<file path="src/rtl/seq_frame_pkg.sv">
// Shared types and default constants for the 11011 sync-word framer.
// Holds the frame state enum and the bit-counter sizing helper.
package seq_frame_pkg;

  localparam int                DEFAULT_DATA_W = 8;
  localparam int                DEFAULT_SYNC_W = 5;
  localparam logic [4:0]        DEFAULT_SYNC   = 5'b11011;
  localparam int                DEFAULT_GUARD  = 2;

  typedef enum logic [1:0] {
    ST_IDLE,
    ST_SYNC,
    ST_DATA,
    ST_GUARD
  } frame_state_e;

  // Counter must hold the longest per-state run minus one; sized from the largest field.
  function automatic int cnt_width(input int sync_w, input int data_w, input int guard);
    int m;
    m = sync_w;
    if (data_w > m) m = data_w;
    if (guard > m) m = guard;
    return (m < 1) ? 1 : $clog2(m + 1);
  endfunction

endpackage

</file>
<file path="src/rtl/seq_11011_framer_if.sv">
// Load/payload request and serial frame output bundle of the framer.
interface seq_11011_framer_if
  import seq_frame_pkg::*;
#(
  parameter int DATA_W = DEFAULT_DATA_W
);

  logic              load;
  logic [DATA_W-1:0] data_in;
  logic              n;
  logic              busy;
  logic              done;

  modport master (
    output load,
    output data_in,
    input  n,
    input  busy,
    input  done
  );

  modport slave (
    input  load,
    input  data_in,
    output n,
    output busy,
    output done
  );

endinterface

</file>
<file path="src/rtl/frame_piso.sv">
// Parallel-load, MSB-first shift register; zeros shift in from the LSB end.
module frame_piso #(
  parameter int W = 13
) (
  input  logic         clk,
  input  logic         rst,
  input  logic         load,
  input  logic         shift,
  input  logic [W-1:0] din,
  output logic         msb
);

  logic [W-1:0] sr;

  // NOTE: the shift register is reset explicitly so an aborted frame cannot leave stale bits on msb.
  always_ff @(posedge clk) begin
    if (rst) begin
      sr <= '0;
    end else if (load) begin
      sr <= din;
    end else if (shift) begin
      sr <= {sr[W-2:0], 1'b0};
    end
  end

  assign msb = sr[W-1];

endmodule

</file>
<file path="src/rtl/seq_11011_framer.sv">
// Frame generator: sends SYNC, then the captured payload, then GUARD zeros on a registered serial line.
// The FSM and per-state bit counter live here; serialisation is delegated to frame_piso.
module seq_11011_framer
  import seq_frame_pkg::*;
#(
  parameter int                DATA_W = DEFAULT_DATA_W,
  parameter int                SYNC_W = DEFAULT_SYNC_W,
  parameter logic [SYNC_W-1:0] SYNC   = DEFAULT_SYNC,
  parameter int                GUARD  = DEFAULT_GUARD
) (
  input logic               clk,
  input logic               rst,
  seq_11011_framer_if.slave bus
);

  localparam int CNT_W = cnt_width(SYNC_W, DATA_W, GUARD);
  localparam int SR_W  = SYNC_W + DATA_W;

  typedef logic [CNT_W-1:0] cnt_t;

  localparam cnt_t SYNC_LAST  = cnt_t'(SYNC_W - 1);
  localparam cnt_t DATA_LAST  = cnt_t'(DATA_W - 1);
  localparam cnt_t GUARD_LAST = cnt_t'((GUARD > 0) ? GUARD - 1 : 0);

  frame_state_e state;
  cnt_t         cnt;
  logic         busy_q;
  logic         done_q;
  logic         accept;
  logic         shift;
  logic         serial;

  // Loads arriving mid-frame are dropped because accept is only possible from IDLE.
  assign accept = (state == ST_IDLE) && bus.load;
  assign shift  = (state == ST_SYNC) || (state == ST_DATA);

  frame_piso #(
    .W (SR_W)
  ) u_piso (
    .clk   (clk),
    .rst   (rst),
    .load  (accept),
    .shift (shift),
    .din   ({SYNC, bus.data_in}),
    .msb   (serial)
  );

  // NOTE: non-blocking assignments throughout so every register samples pre-edge values.
  always_ff @(posedge clk) begin
    if (rst) begin
      state  <= ST_IDLE;
      cnt    <= '0;
      busy_q <= 1'b0;
      done_q <= 1'b0;
    end else begin
      unique case (state)
        ST_IDLE: begin
          if (bus.load) begin
            state  <= ST_SYNC;
            cnt    <= SYNC_LAST;
            busy_q <= 1'b1;
            done_q <= 1'b0;
          end
        end
        ST_SYNC: begin
          if (cnt == '0) begin
            state  <= ST_DATA;
            cnt    <= DATA_LAST;
            done_q <= (GUARD == 0) && (DATA_W == 1);
          end else begin
            cnt <= cnt - 1'b1;
          end
        end
        ST_DATA: begin
          if (cnt == '0) begin
            if (GUARD > 0) begin
              state  <= ST_GUARD;
              cnt    <= GUARD_LAST;
              done_q <= (GUARD == 1);
            end else begin
              state  <= ST_IDLE;
              busy_q <= 1'b0;
              done_q <= 1'b0;
            end
          end else begin
            cnt    <= cnt - 1'b1;
            // Without guard bits the pulse lands on the final payload bit.
            done_q <= (GUARD == 0) && (cnt == cnt_t'(1));
          end
        end
        ST_GUARD: begin
          if (cnt == '0) begin
            state  <= ST_IDLE;
            busy_q <= 1'b0;
            done_q <= 1'b0;
          end else begin
            cnt    <= cnt - 1'b1;
            done_q <= (cnt == cnt_t'(1));
          end
        end
        default: begin
          state  <= ST_IDLE;
          cnt    <= '0;
          busy_q <= 1'b0;
          done_q <= 1'b0;
        end
      endcase
    end
  end

  assign bus.n    = serial;
  assign bus.busy = busy_q;
  assign bus.done = done_q;

endmodule

</file>
<file path="src/flat_wrapper.sv">
// flat-port wrapper written by rule: the top's interface ports become plain ports
module seq_11011_framer_flat import seq_frame_pkg::*;
#(
  parameter int                DATA_W = DEFAULT_DATA_W,
  parameter int                SYNC_W = DEFAULT_SYNC_W,
  parameter logic [SYNC_W-1:0] SYNC   = DEFAULT_SYNC,
  parameter int                GUARD  = DEFAULT_GUARD
)
  (clk, rst, bus_load, bus_data_in, bus_n, bus_busy, bus_done);
  seq_11011_framer_if #(.DATA_W(DATA_W)) bus_i ();
  input logic clk;
  input logic rst;
  input wire logic [$bits(bus_i.load)-1:0] bus_load;
  input wire logic [$bits(bus_i.data_in)-1:0] bus_data_in;
  output wire logic [$bits(bus_i.n)-1:0] bus_n;
  output wire logic [$bits(bus_i.busy)-1:0] bus_busy;
  output wire logic [$bits(bus_i.done)-1:0] bus_done;
  assign bus_i.load = bus_load;
  assign bus_i.data_in = bus_data_in;
  assign bus_n = bus_i.n;
  assign bus_busy = bus_i.busy;
  assign bus_done = bus_i.done;
  seq_11011_framer #(.DATA_W(DATA_W), .SYNC_W(SYNC_W), .SYNC(SYNC), .GUARD(GUARD)) u_core (.clk(clk), .rst(rst), .bus(bus_i));
endmodule
</file>
<file path="config.mk">
export PLATFORM = sky130hd
export DESIGN_NAME = seq_11011_framer_flat
export DESIGN_NICKNAME = d
export VERILOG_FILES = /design/src/rtl/seq_frame_pkg.sv /design/src/rtl/seq_11011_framer_if.sv /design/src/rtl/frame_piso.sv /design/src/rtl/seq_11011_framer.sv /design/src/flat_wrapper.sv
export SDC_FILE = /design/constraint.sdc
export NUM_CORES = 1
export LEC_CHECK = 0
export CAP_MARGIN = 40
export CELL_PAD_IN_SITES_DETAIL_PLACEMENT = 1
export CELL_PAD_IN_SITES_GLOBAL_PLACEMENT = 2
export CORE_ASPECT_RATIO = 0.7
export CORE_UTILIZATION = 30
export DETAILED_ROUTE_END_ITERATION = 7
export GPL_ROUTABILITY_DRIVEN = 0
export PLACE_DENSITY = 0.85
export SYNTH_ARGS = -nofsm -noshare
export SYNTH_HDL_FRONTEND = slang
export SYNTH_SLANG_ARGS = --single-unit
</file>
<file path="constraint.sdc">
create_clock -name clk -period 1.9 [get_ports clk]
set_clock_uncertainty 0.2 [all_clocks]
set_input_delay 0.38 -clock clk [delete_from_list [all_inputs] [get_ports clk]]
set_output_delay 0.38 -clock clk [all_outputs]
set_load 0.1 [all_outputs]
</file>
==> out/qor.yml, run 1 <==
timing:
  relSlewSlack: 0.760
  layout_setup_ws_ns: 0.0823
  slew_viol_final: 0
  period_minus_slack_ns: 1.82
  rsz0062_at_grt: "false"
  setup_viol: 0
  final_hold_viol_count: 0
  timing.fmax_mhz: 550
  worst_pin_slew_ns: 0.357
  finalCritPeriodShare: 0.957
die:
  ios: 14
  core_um2: 3280
  num_rows: 17
  start_util: 0.327
  fp.dieH_um: 52.0
  die_x_um: 73.4
  die-area_um2: 3820
logic_synthesis:
  ys_warn_count: 0
  synth.net_count: 133
  seq_area_frac_synth: 0.393
  synth_top_area_frac: 0.393
  ys_ff_latch: 21
  syn_avg_cell_area_um2: 9.31
  synth_cell_types: 30
  syn-cell-area_um2: 1070
  ys_async_sr_fraction: 0
  synth_flop_cell: "dfxtp_1"
  yosys.area.top_type: "dfxtp_1"
  syn_inst: 115
  synth_edf_count: 0
  synthTopCellsByArea: "dfxtp_1 (39%), mux2i_1 (12%), ha_1 (8.2%)"
clock_network:
  clk_latency_ns: 0.26
  cts_buffers: 3
  clk_pin_slew_worst_paths_ns: 0.07
  h-tree-depth: 1
  post-cts-setup-buffer-count: 0
  cts_buffer_depth: 2
  cts_tree: "built"
  numClockSinks: 21
  ctsRootBufferMaster: "clkbuf_8"
final_layout:
  area_delta_synth_final_pct: 31.8
  num_antenna_cells: 0
  drive_above_1_share: 0.175
  finalNetCount: 156
min_path:
  min_path_type: "reg2reg"
  min_path_cells: 2
route:
  drtIter0Drc: 15
  dr.pass1.iters: 4
  drtAntennaViolNets: 0
  routedWlPerCell_um: 14.1
  wirelength_um: 2590
  drcViolationCount: 0
  num_vias: 902
  vias_per_cell: 4.90
status:
  status: "completed"
placement:
  dp_hpwl_um: 1860
  dpl_worst_slack_ns: -0.147
  port_buffers: 13
power_and_ir_drop:
  vdd.ir_drop.worst_mv: 0.920
  power_density_nw_per_um2: 1800
  total_power_mw: 2.54
  p_leak_nw: 0.545
setup_path:
  critPathMaxFanout: 5
  startpoint_type: "register"
  path_class: "reg2reg"
  critical-path-max-stage-delay_ns: 0.50
  reg2regPathDepth: 6
  cp.required_ns: 1.90
  worstSetupEndpointType: "register"
  cp_slowest_cell: "or4_1"
  worstPathCellList: "inv_1 -> ha_4 -> nor3b_4 -> a21boi_1 -> or4_1 -> a21oi_1"
  critical_path_arrival_ns: 1.81
global_routing:
  antenna_found_initial: 0
  grt_max_degree: 22
  grt-ovfl-total: 0
  grt_pass1_wl_um: 4310
  grt_pass1_vias: 950
  track_usage: 0.154
job:
  maxCapViolCount: 0
[through the flow]
step	setup TNS [ns]	utilization	area (um^2)	std cells	hold slack (ns)
after floorplan	0	-	1070	115	0.246
final	0	0.431	1410	184	0.283
after detailed placement	-0.376	0.411	1350	180	0.275
after CTS	0	0.425	1390	184	0.286
after global placement	-0.290	0.411	1350	180	0.270
after global routing	0	0.431	1410	184	0.302
[sequential cells by signal, indices dropped and copies added, names as in the netlist]
name,cells
u_core.bus.busy,1
u_core.bus.done,1
u_core.cnt,4
u_core.state,2
u_core.u_piso.sr,13
[metal layers]
metal  vias up  global-route usage  part of all wire
li1        460                   -                 -
met1       424               0.179              0.49
met2        14               0.267              0.46
met3         4              0.0446             0.031
met4         0              0.0641             0.017
met5         -                   0                 0
[timing repair]
item                                    4_1_cts  5_1_grt
endpoints found under the setup margin        0        5
endpoints found under the hold margin         0        0
gates resized for setup                       0        5
hold buffers                                  0        0
[power breakdown]
part	internal [mW]	switching, mW	leakage, nW
combinational	0.740	0.797	0.349
clock	0.149	0.138	0.0228
sequential	0.595	0.121	0.174
[worst max-delay path: cells and delay by family, from the launching register on]
| kind | cells | cell delay, ns |
|---|---|---|
| compound gates | 2 | 0.22 |
| fa+ha+maj | 1 | 0.16 |
| buf+inv | 1 | 0.11 |
| flops | 1 | 0.33 |
| simple gates | 2 | 0.73 |
[cell families after synthesis]
family,after synthesis,synth area share
compound gates,32,0.193
flops,21,0.393
simple gates,33,0.169
buf+inv,9,0.0420
fa+ha+maj,7,0.0818
mux,13,0.121
[layout make-up]
class,instances,area (um^2)
Tap cell,47,58.8
Timing Repair Buffer,23,248
Inverter,4,15.0
Fill cell,393,1860
Sequential cell,21,422
Multi-Input combinational cell,85,623
Clock buffer,4,45.0
[cell usage after synthesis, types with 2 or more instances]
master	instances
dfxtp_1	21
clkbuf_1	3
a21oi_1	11
ha_1	7
mux2i_1	13
nor2_1	14
o21ai_0	4
nand3b_1	2
inv_1	4
a211oi_1	10
nand2_1	4
nor3_1	4
[final timing paths]
| kind | start | end | slack, ns |
|---|---|---|---|
| worst min-delay path | u_core.cnt[1] | u_core.cnt[1] | 0.28 |
| worst max register to register | u_core.cnt[1] | u_core.cnt[1] | 0.08 |
| worst max-delay path | u_core.cnt[1] | u_core.cnt[1] | 0.08 |
| worst min register to register | u_core.cnt[1] | u_core.cnt[1] | 0.28 |
[cell usage in the layout (no fill, tap or decap), drive strengths merged, types with 2 or more instances in the layout]
cell type | synthesis | layout
nor3 | 4 | 4
a21o | 2 | 2
clkbuf | 4 | 4
nor2 | 14 | 14
nand2 | 4 | 4
clkdlybuf4s50 | 0 | 10
o21ai | 4 | 4
inv | 4 | 4
mux2i | 13 | 13
nand3b | 2 | 2
a21oi | 11 | 11
dfxtp | 21 | 21
ha | 7 | 7
a211oi | 10 | 10
nor3b | 2 | 2
buf | 1 | 13
Note: power is estimated with default switching activity, not from simulation.
==> inputs of run 2 (changes only) <==
- CORE_UTILIZATION: 30 -> 35
- PLACE_DENSITY: 0.85 -> 0.92
- clock period: 1.9 -> 2.2 ns (I/O delays scaled with it)
==> run 2 against run 1 <==
Compared with the run above:
- global-route usage rose by 2.3 points
- via count rose by 1.2%
- fmax fell by 8.5%
- critical path type unchanged
- largest cell class unchanged
- highest routed layer unchanged
==> out/qor.yml, run 2 (synthesized netlist as in run 1, its figures left out) <==
status:
  status: "completed"
timing:
  relSlewSlack: 0.764  # +0.00367
  worst_pin_slew_ns: 0.349  # -0.00768 ns
  period_minus_slack_ns: 1.99  # +0.170 ns
  slew_viol_final: 0  # unchanged
  setup_viol: 0  # unchanged
  timing.fmax_mhz: 503  # -8.5%
  setup_tns_ns: 0  # unchanged
  final_hold_viol_count: 0  # unchanged
  finalCritPeriodShare: 0.903  # -0.0532
  holdWs_ns: 0.287  # +0.00346 ns
  rsz0062_at_grt: "false"
setup_path:
  worstSetupEndpointType: "register"
  worst-path-buf-inv: 1  # unchanged
  cp_slowest_cell: "or4_1"
  cp.required_ns: 2.20  # +0.30 ns
  critical-path-max-stage-delay_ns: 0.51  # about the same
  critical_path_arrival_ns: 1.99  # +0.18 ns
  critPathMaxFanout: 6  # +1
  startpoint_type: "register"
  path_class: "reg2reg"
  crit_family: "simple AND/OR/NAND/NOR gates"
  worstPathCellList: "inv_1 -> ha_1 -> nor3b_4 -> a21boi_1 -> or4_1 -> a21oi_1"
clock_network:
  cts_resized: 0  # unchanged
  clk_latency_ns: 0.26  # about the same
  cts_tree: "built"
  h-tree-depth: 1  # unchanged
  cts_buffer_depth: 2  # unchanged
  ctsRootBufferMaster: "clkbuf_8"
  hold_buffers: 0  # unchanged
  numClockSinks: 21  # unchanged
  cts_buffers: 3  # unchanged
  clk_pin_slew_worst_paths_ns: 0.07  # about the same
  post-cts-setup-buffer-count: 0  # unchanged
final_layout:
  final_common_cell: "dfxtp_1"
  fin_cells: 169  # -8.2%
  largest_register: "u_core.u_piso.sr"
  num_antenna_cells: 0  # unchanged
  fillers: 341  # -13%
  largest_reg_flops: 13  # unchanged
  final_cell_mix: "dfxtp_1 (21), nor2_1 (14), mux2i_1 (13)"
  top_regs: "u_core.u_piso.sr (13), u_core.cnt (4), u_core.state (2)"
  finalNetCount: 152  # -2.6%
  area_delta_synth_final_pct: 21.3
  drive_above_1_share: 0.120  # -0.0549
route:
  routedWlPerCell_um: 15.3  # +8.7%
  vias_per_cell: 5.40  # +10%
  wirelength_um: 2590  # -0.19%
  num_vias: 913  # +1.2%
  dr.pass1.iters: 4  # unchanged
  drtIter0Drc: 21  # +6
  drtAntennaViolNets: 0  # unchanged
  drcViolationCount: 0  # unchanged
die:
  die_x_um: 68.1  # -7.2%
  ios: 14  # unchanged
  num_rows: 16  # -1
  start_util: 0.377  # +0.0498
  fp.dieH_um: 48.3  # -7.1%
  core_um2: 2840  # -13%
  die-area_um2: 3290  # -14%
power_and_ir_drop:
  switching_share: 0.438  # +0.0220
  p_int_mw: 1.14  # -23%
  clockPowerShare: 0.127  # +0.014
  power_frac_comb: 0.569  # -0.036
  vdd.ir_drop.worst_mv: 0.736  # -20%
  pwr-share-seq: 0.305  # +0.023
  p_sw_uw: 887  # -16%
  power_density_nw_per_um2: 1560  # -13%
  p_leak_nw: 0.511  # -6.2%
global_routing:
  track_usage: 0.177  # +0.0234
  grt_pass1_vias: 852  # -10%
  grt-ovfl-total: 0  # unchanged
  grt_pass1_wl_um: 4000  # -7.4%
  grt_max_degree: 22  # unchanged
  antenna_found_initial: 0  # unchanged
job:
  maxCapViolCount: 0  # unchanged
placement:
  placed_cells: 165  # -8.3%
  port_buffers: 13  # unchanged
  dp_hpwl_um: 1930  # +3.8%
min_path:
  min_path_type: "reg2reg"
## run 2: worst min-delay path: stages, from the launching register on
cell and delay (ns):
dfxtp_1 0.33, nand2_1 0.06, a21oi_1 0.05
## run 2: through the flow
stage | power [mW] | area (um^2) | util | worst slack, ns
3_5_place_dp | 1.79 | 1250 | 0.441 | 0.0701
3_3_place_gp | 1.72 | 1250 | 0.441 | 0.0946
4_1_cts | 2.06 | 1300 | 0.457 | 0.189
5_1_grt | 2.18 | 1300 | 0.457 | 0.0688
6_report | 2.03 | 1300 | 0.457 | 0.212
2_1_floorplan | 1.47 | 1070 | - | 0.385
## run 2: layout make-up
cell class | count | area [um^2] | share of cell area
Clock buffer | 4 | 45.0 | 0.0347
Inverter | 4 | 15.0 | 0.0116
Multi-Input combinational cell | 85 | 606 | 0.466
Sequential cell | 21 | 420 | 0.324
Tap cell | 36 | 45.0 | 0.0347
Timing Repair Buffer | 19 | 168 | 0.129
## run 2: power groups by stage
stage,Sequential [mW],Combinational (mW),Clock [mW]
2_1_floorplan,0.698,0.770,0
3_3_place_gp,0.614,1.11,0
3_5_place_dp,0.625,1.16,0
4_1_cts,0.617,1.17,0.272
5_1_grt,0.630,1.27,0.277
6_report,0.617,1.15,0.257
## run 2: final timing paths
check | depth (start not counted) | startpoint | slack (ns) | endpoint
setup / recovery | 6 | u_core.cnt[0] | 0.21 | u_core.cnt[1]
hold / removal | 2 | u_core.cnt[1] | 0.29 | u_core.cnt[1]
setup reg to reg | 6 | u_core.cnt[0] | 0.21 | u_core.cnt[1]
hold reg to reg | 2 | u_core.cnt[1] | 0.29 | u_core.cnt[1]
## run 2: metal layers
metal	routed length (um)	global-route usage	vias to the layer above	share of wire
li1	-	-	456	-
met1	1220	0.221	442	0.47
met5	0	0	-	0
met3	93	0.0491	5	0.036
met4	36	0.0750	0	0.014
met2	1240	0.294	10	0.48
==> inputs of run 3 (changes only) <==
- SLEW_MARGIN: unset -> 30
==> results of run 3 <==
Final layout, timing and power as in run 2 (identical DEF).
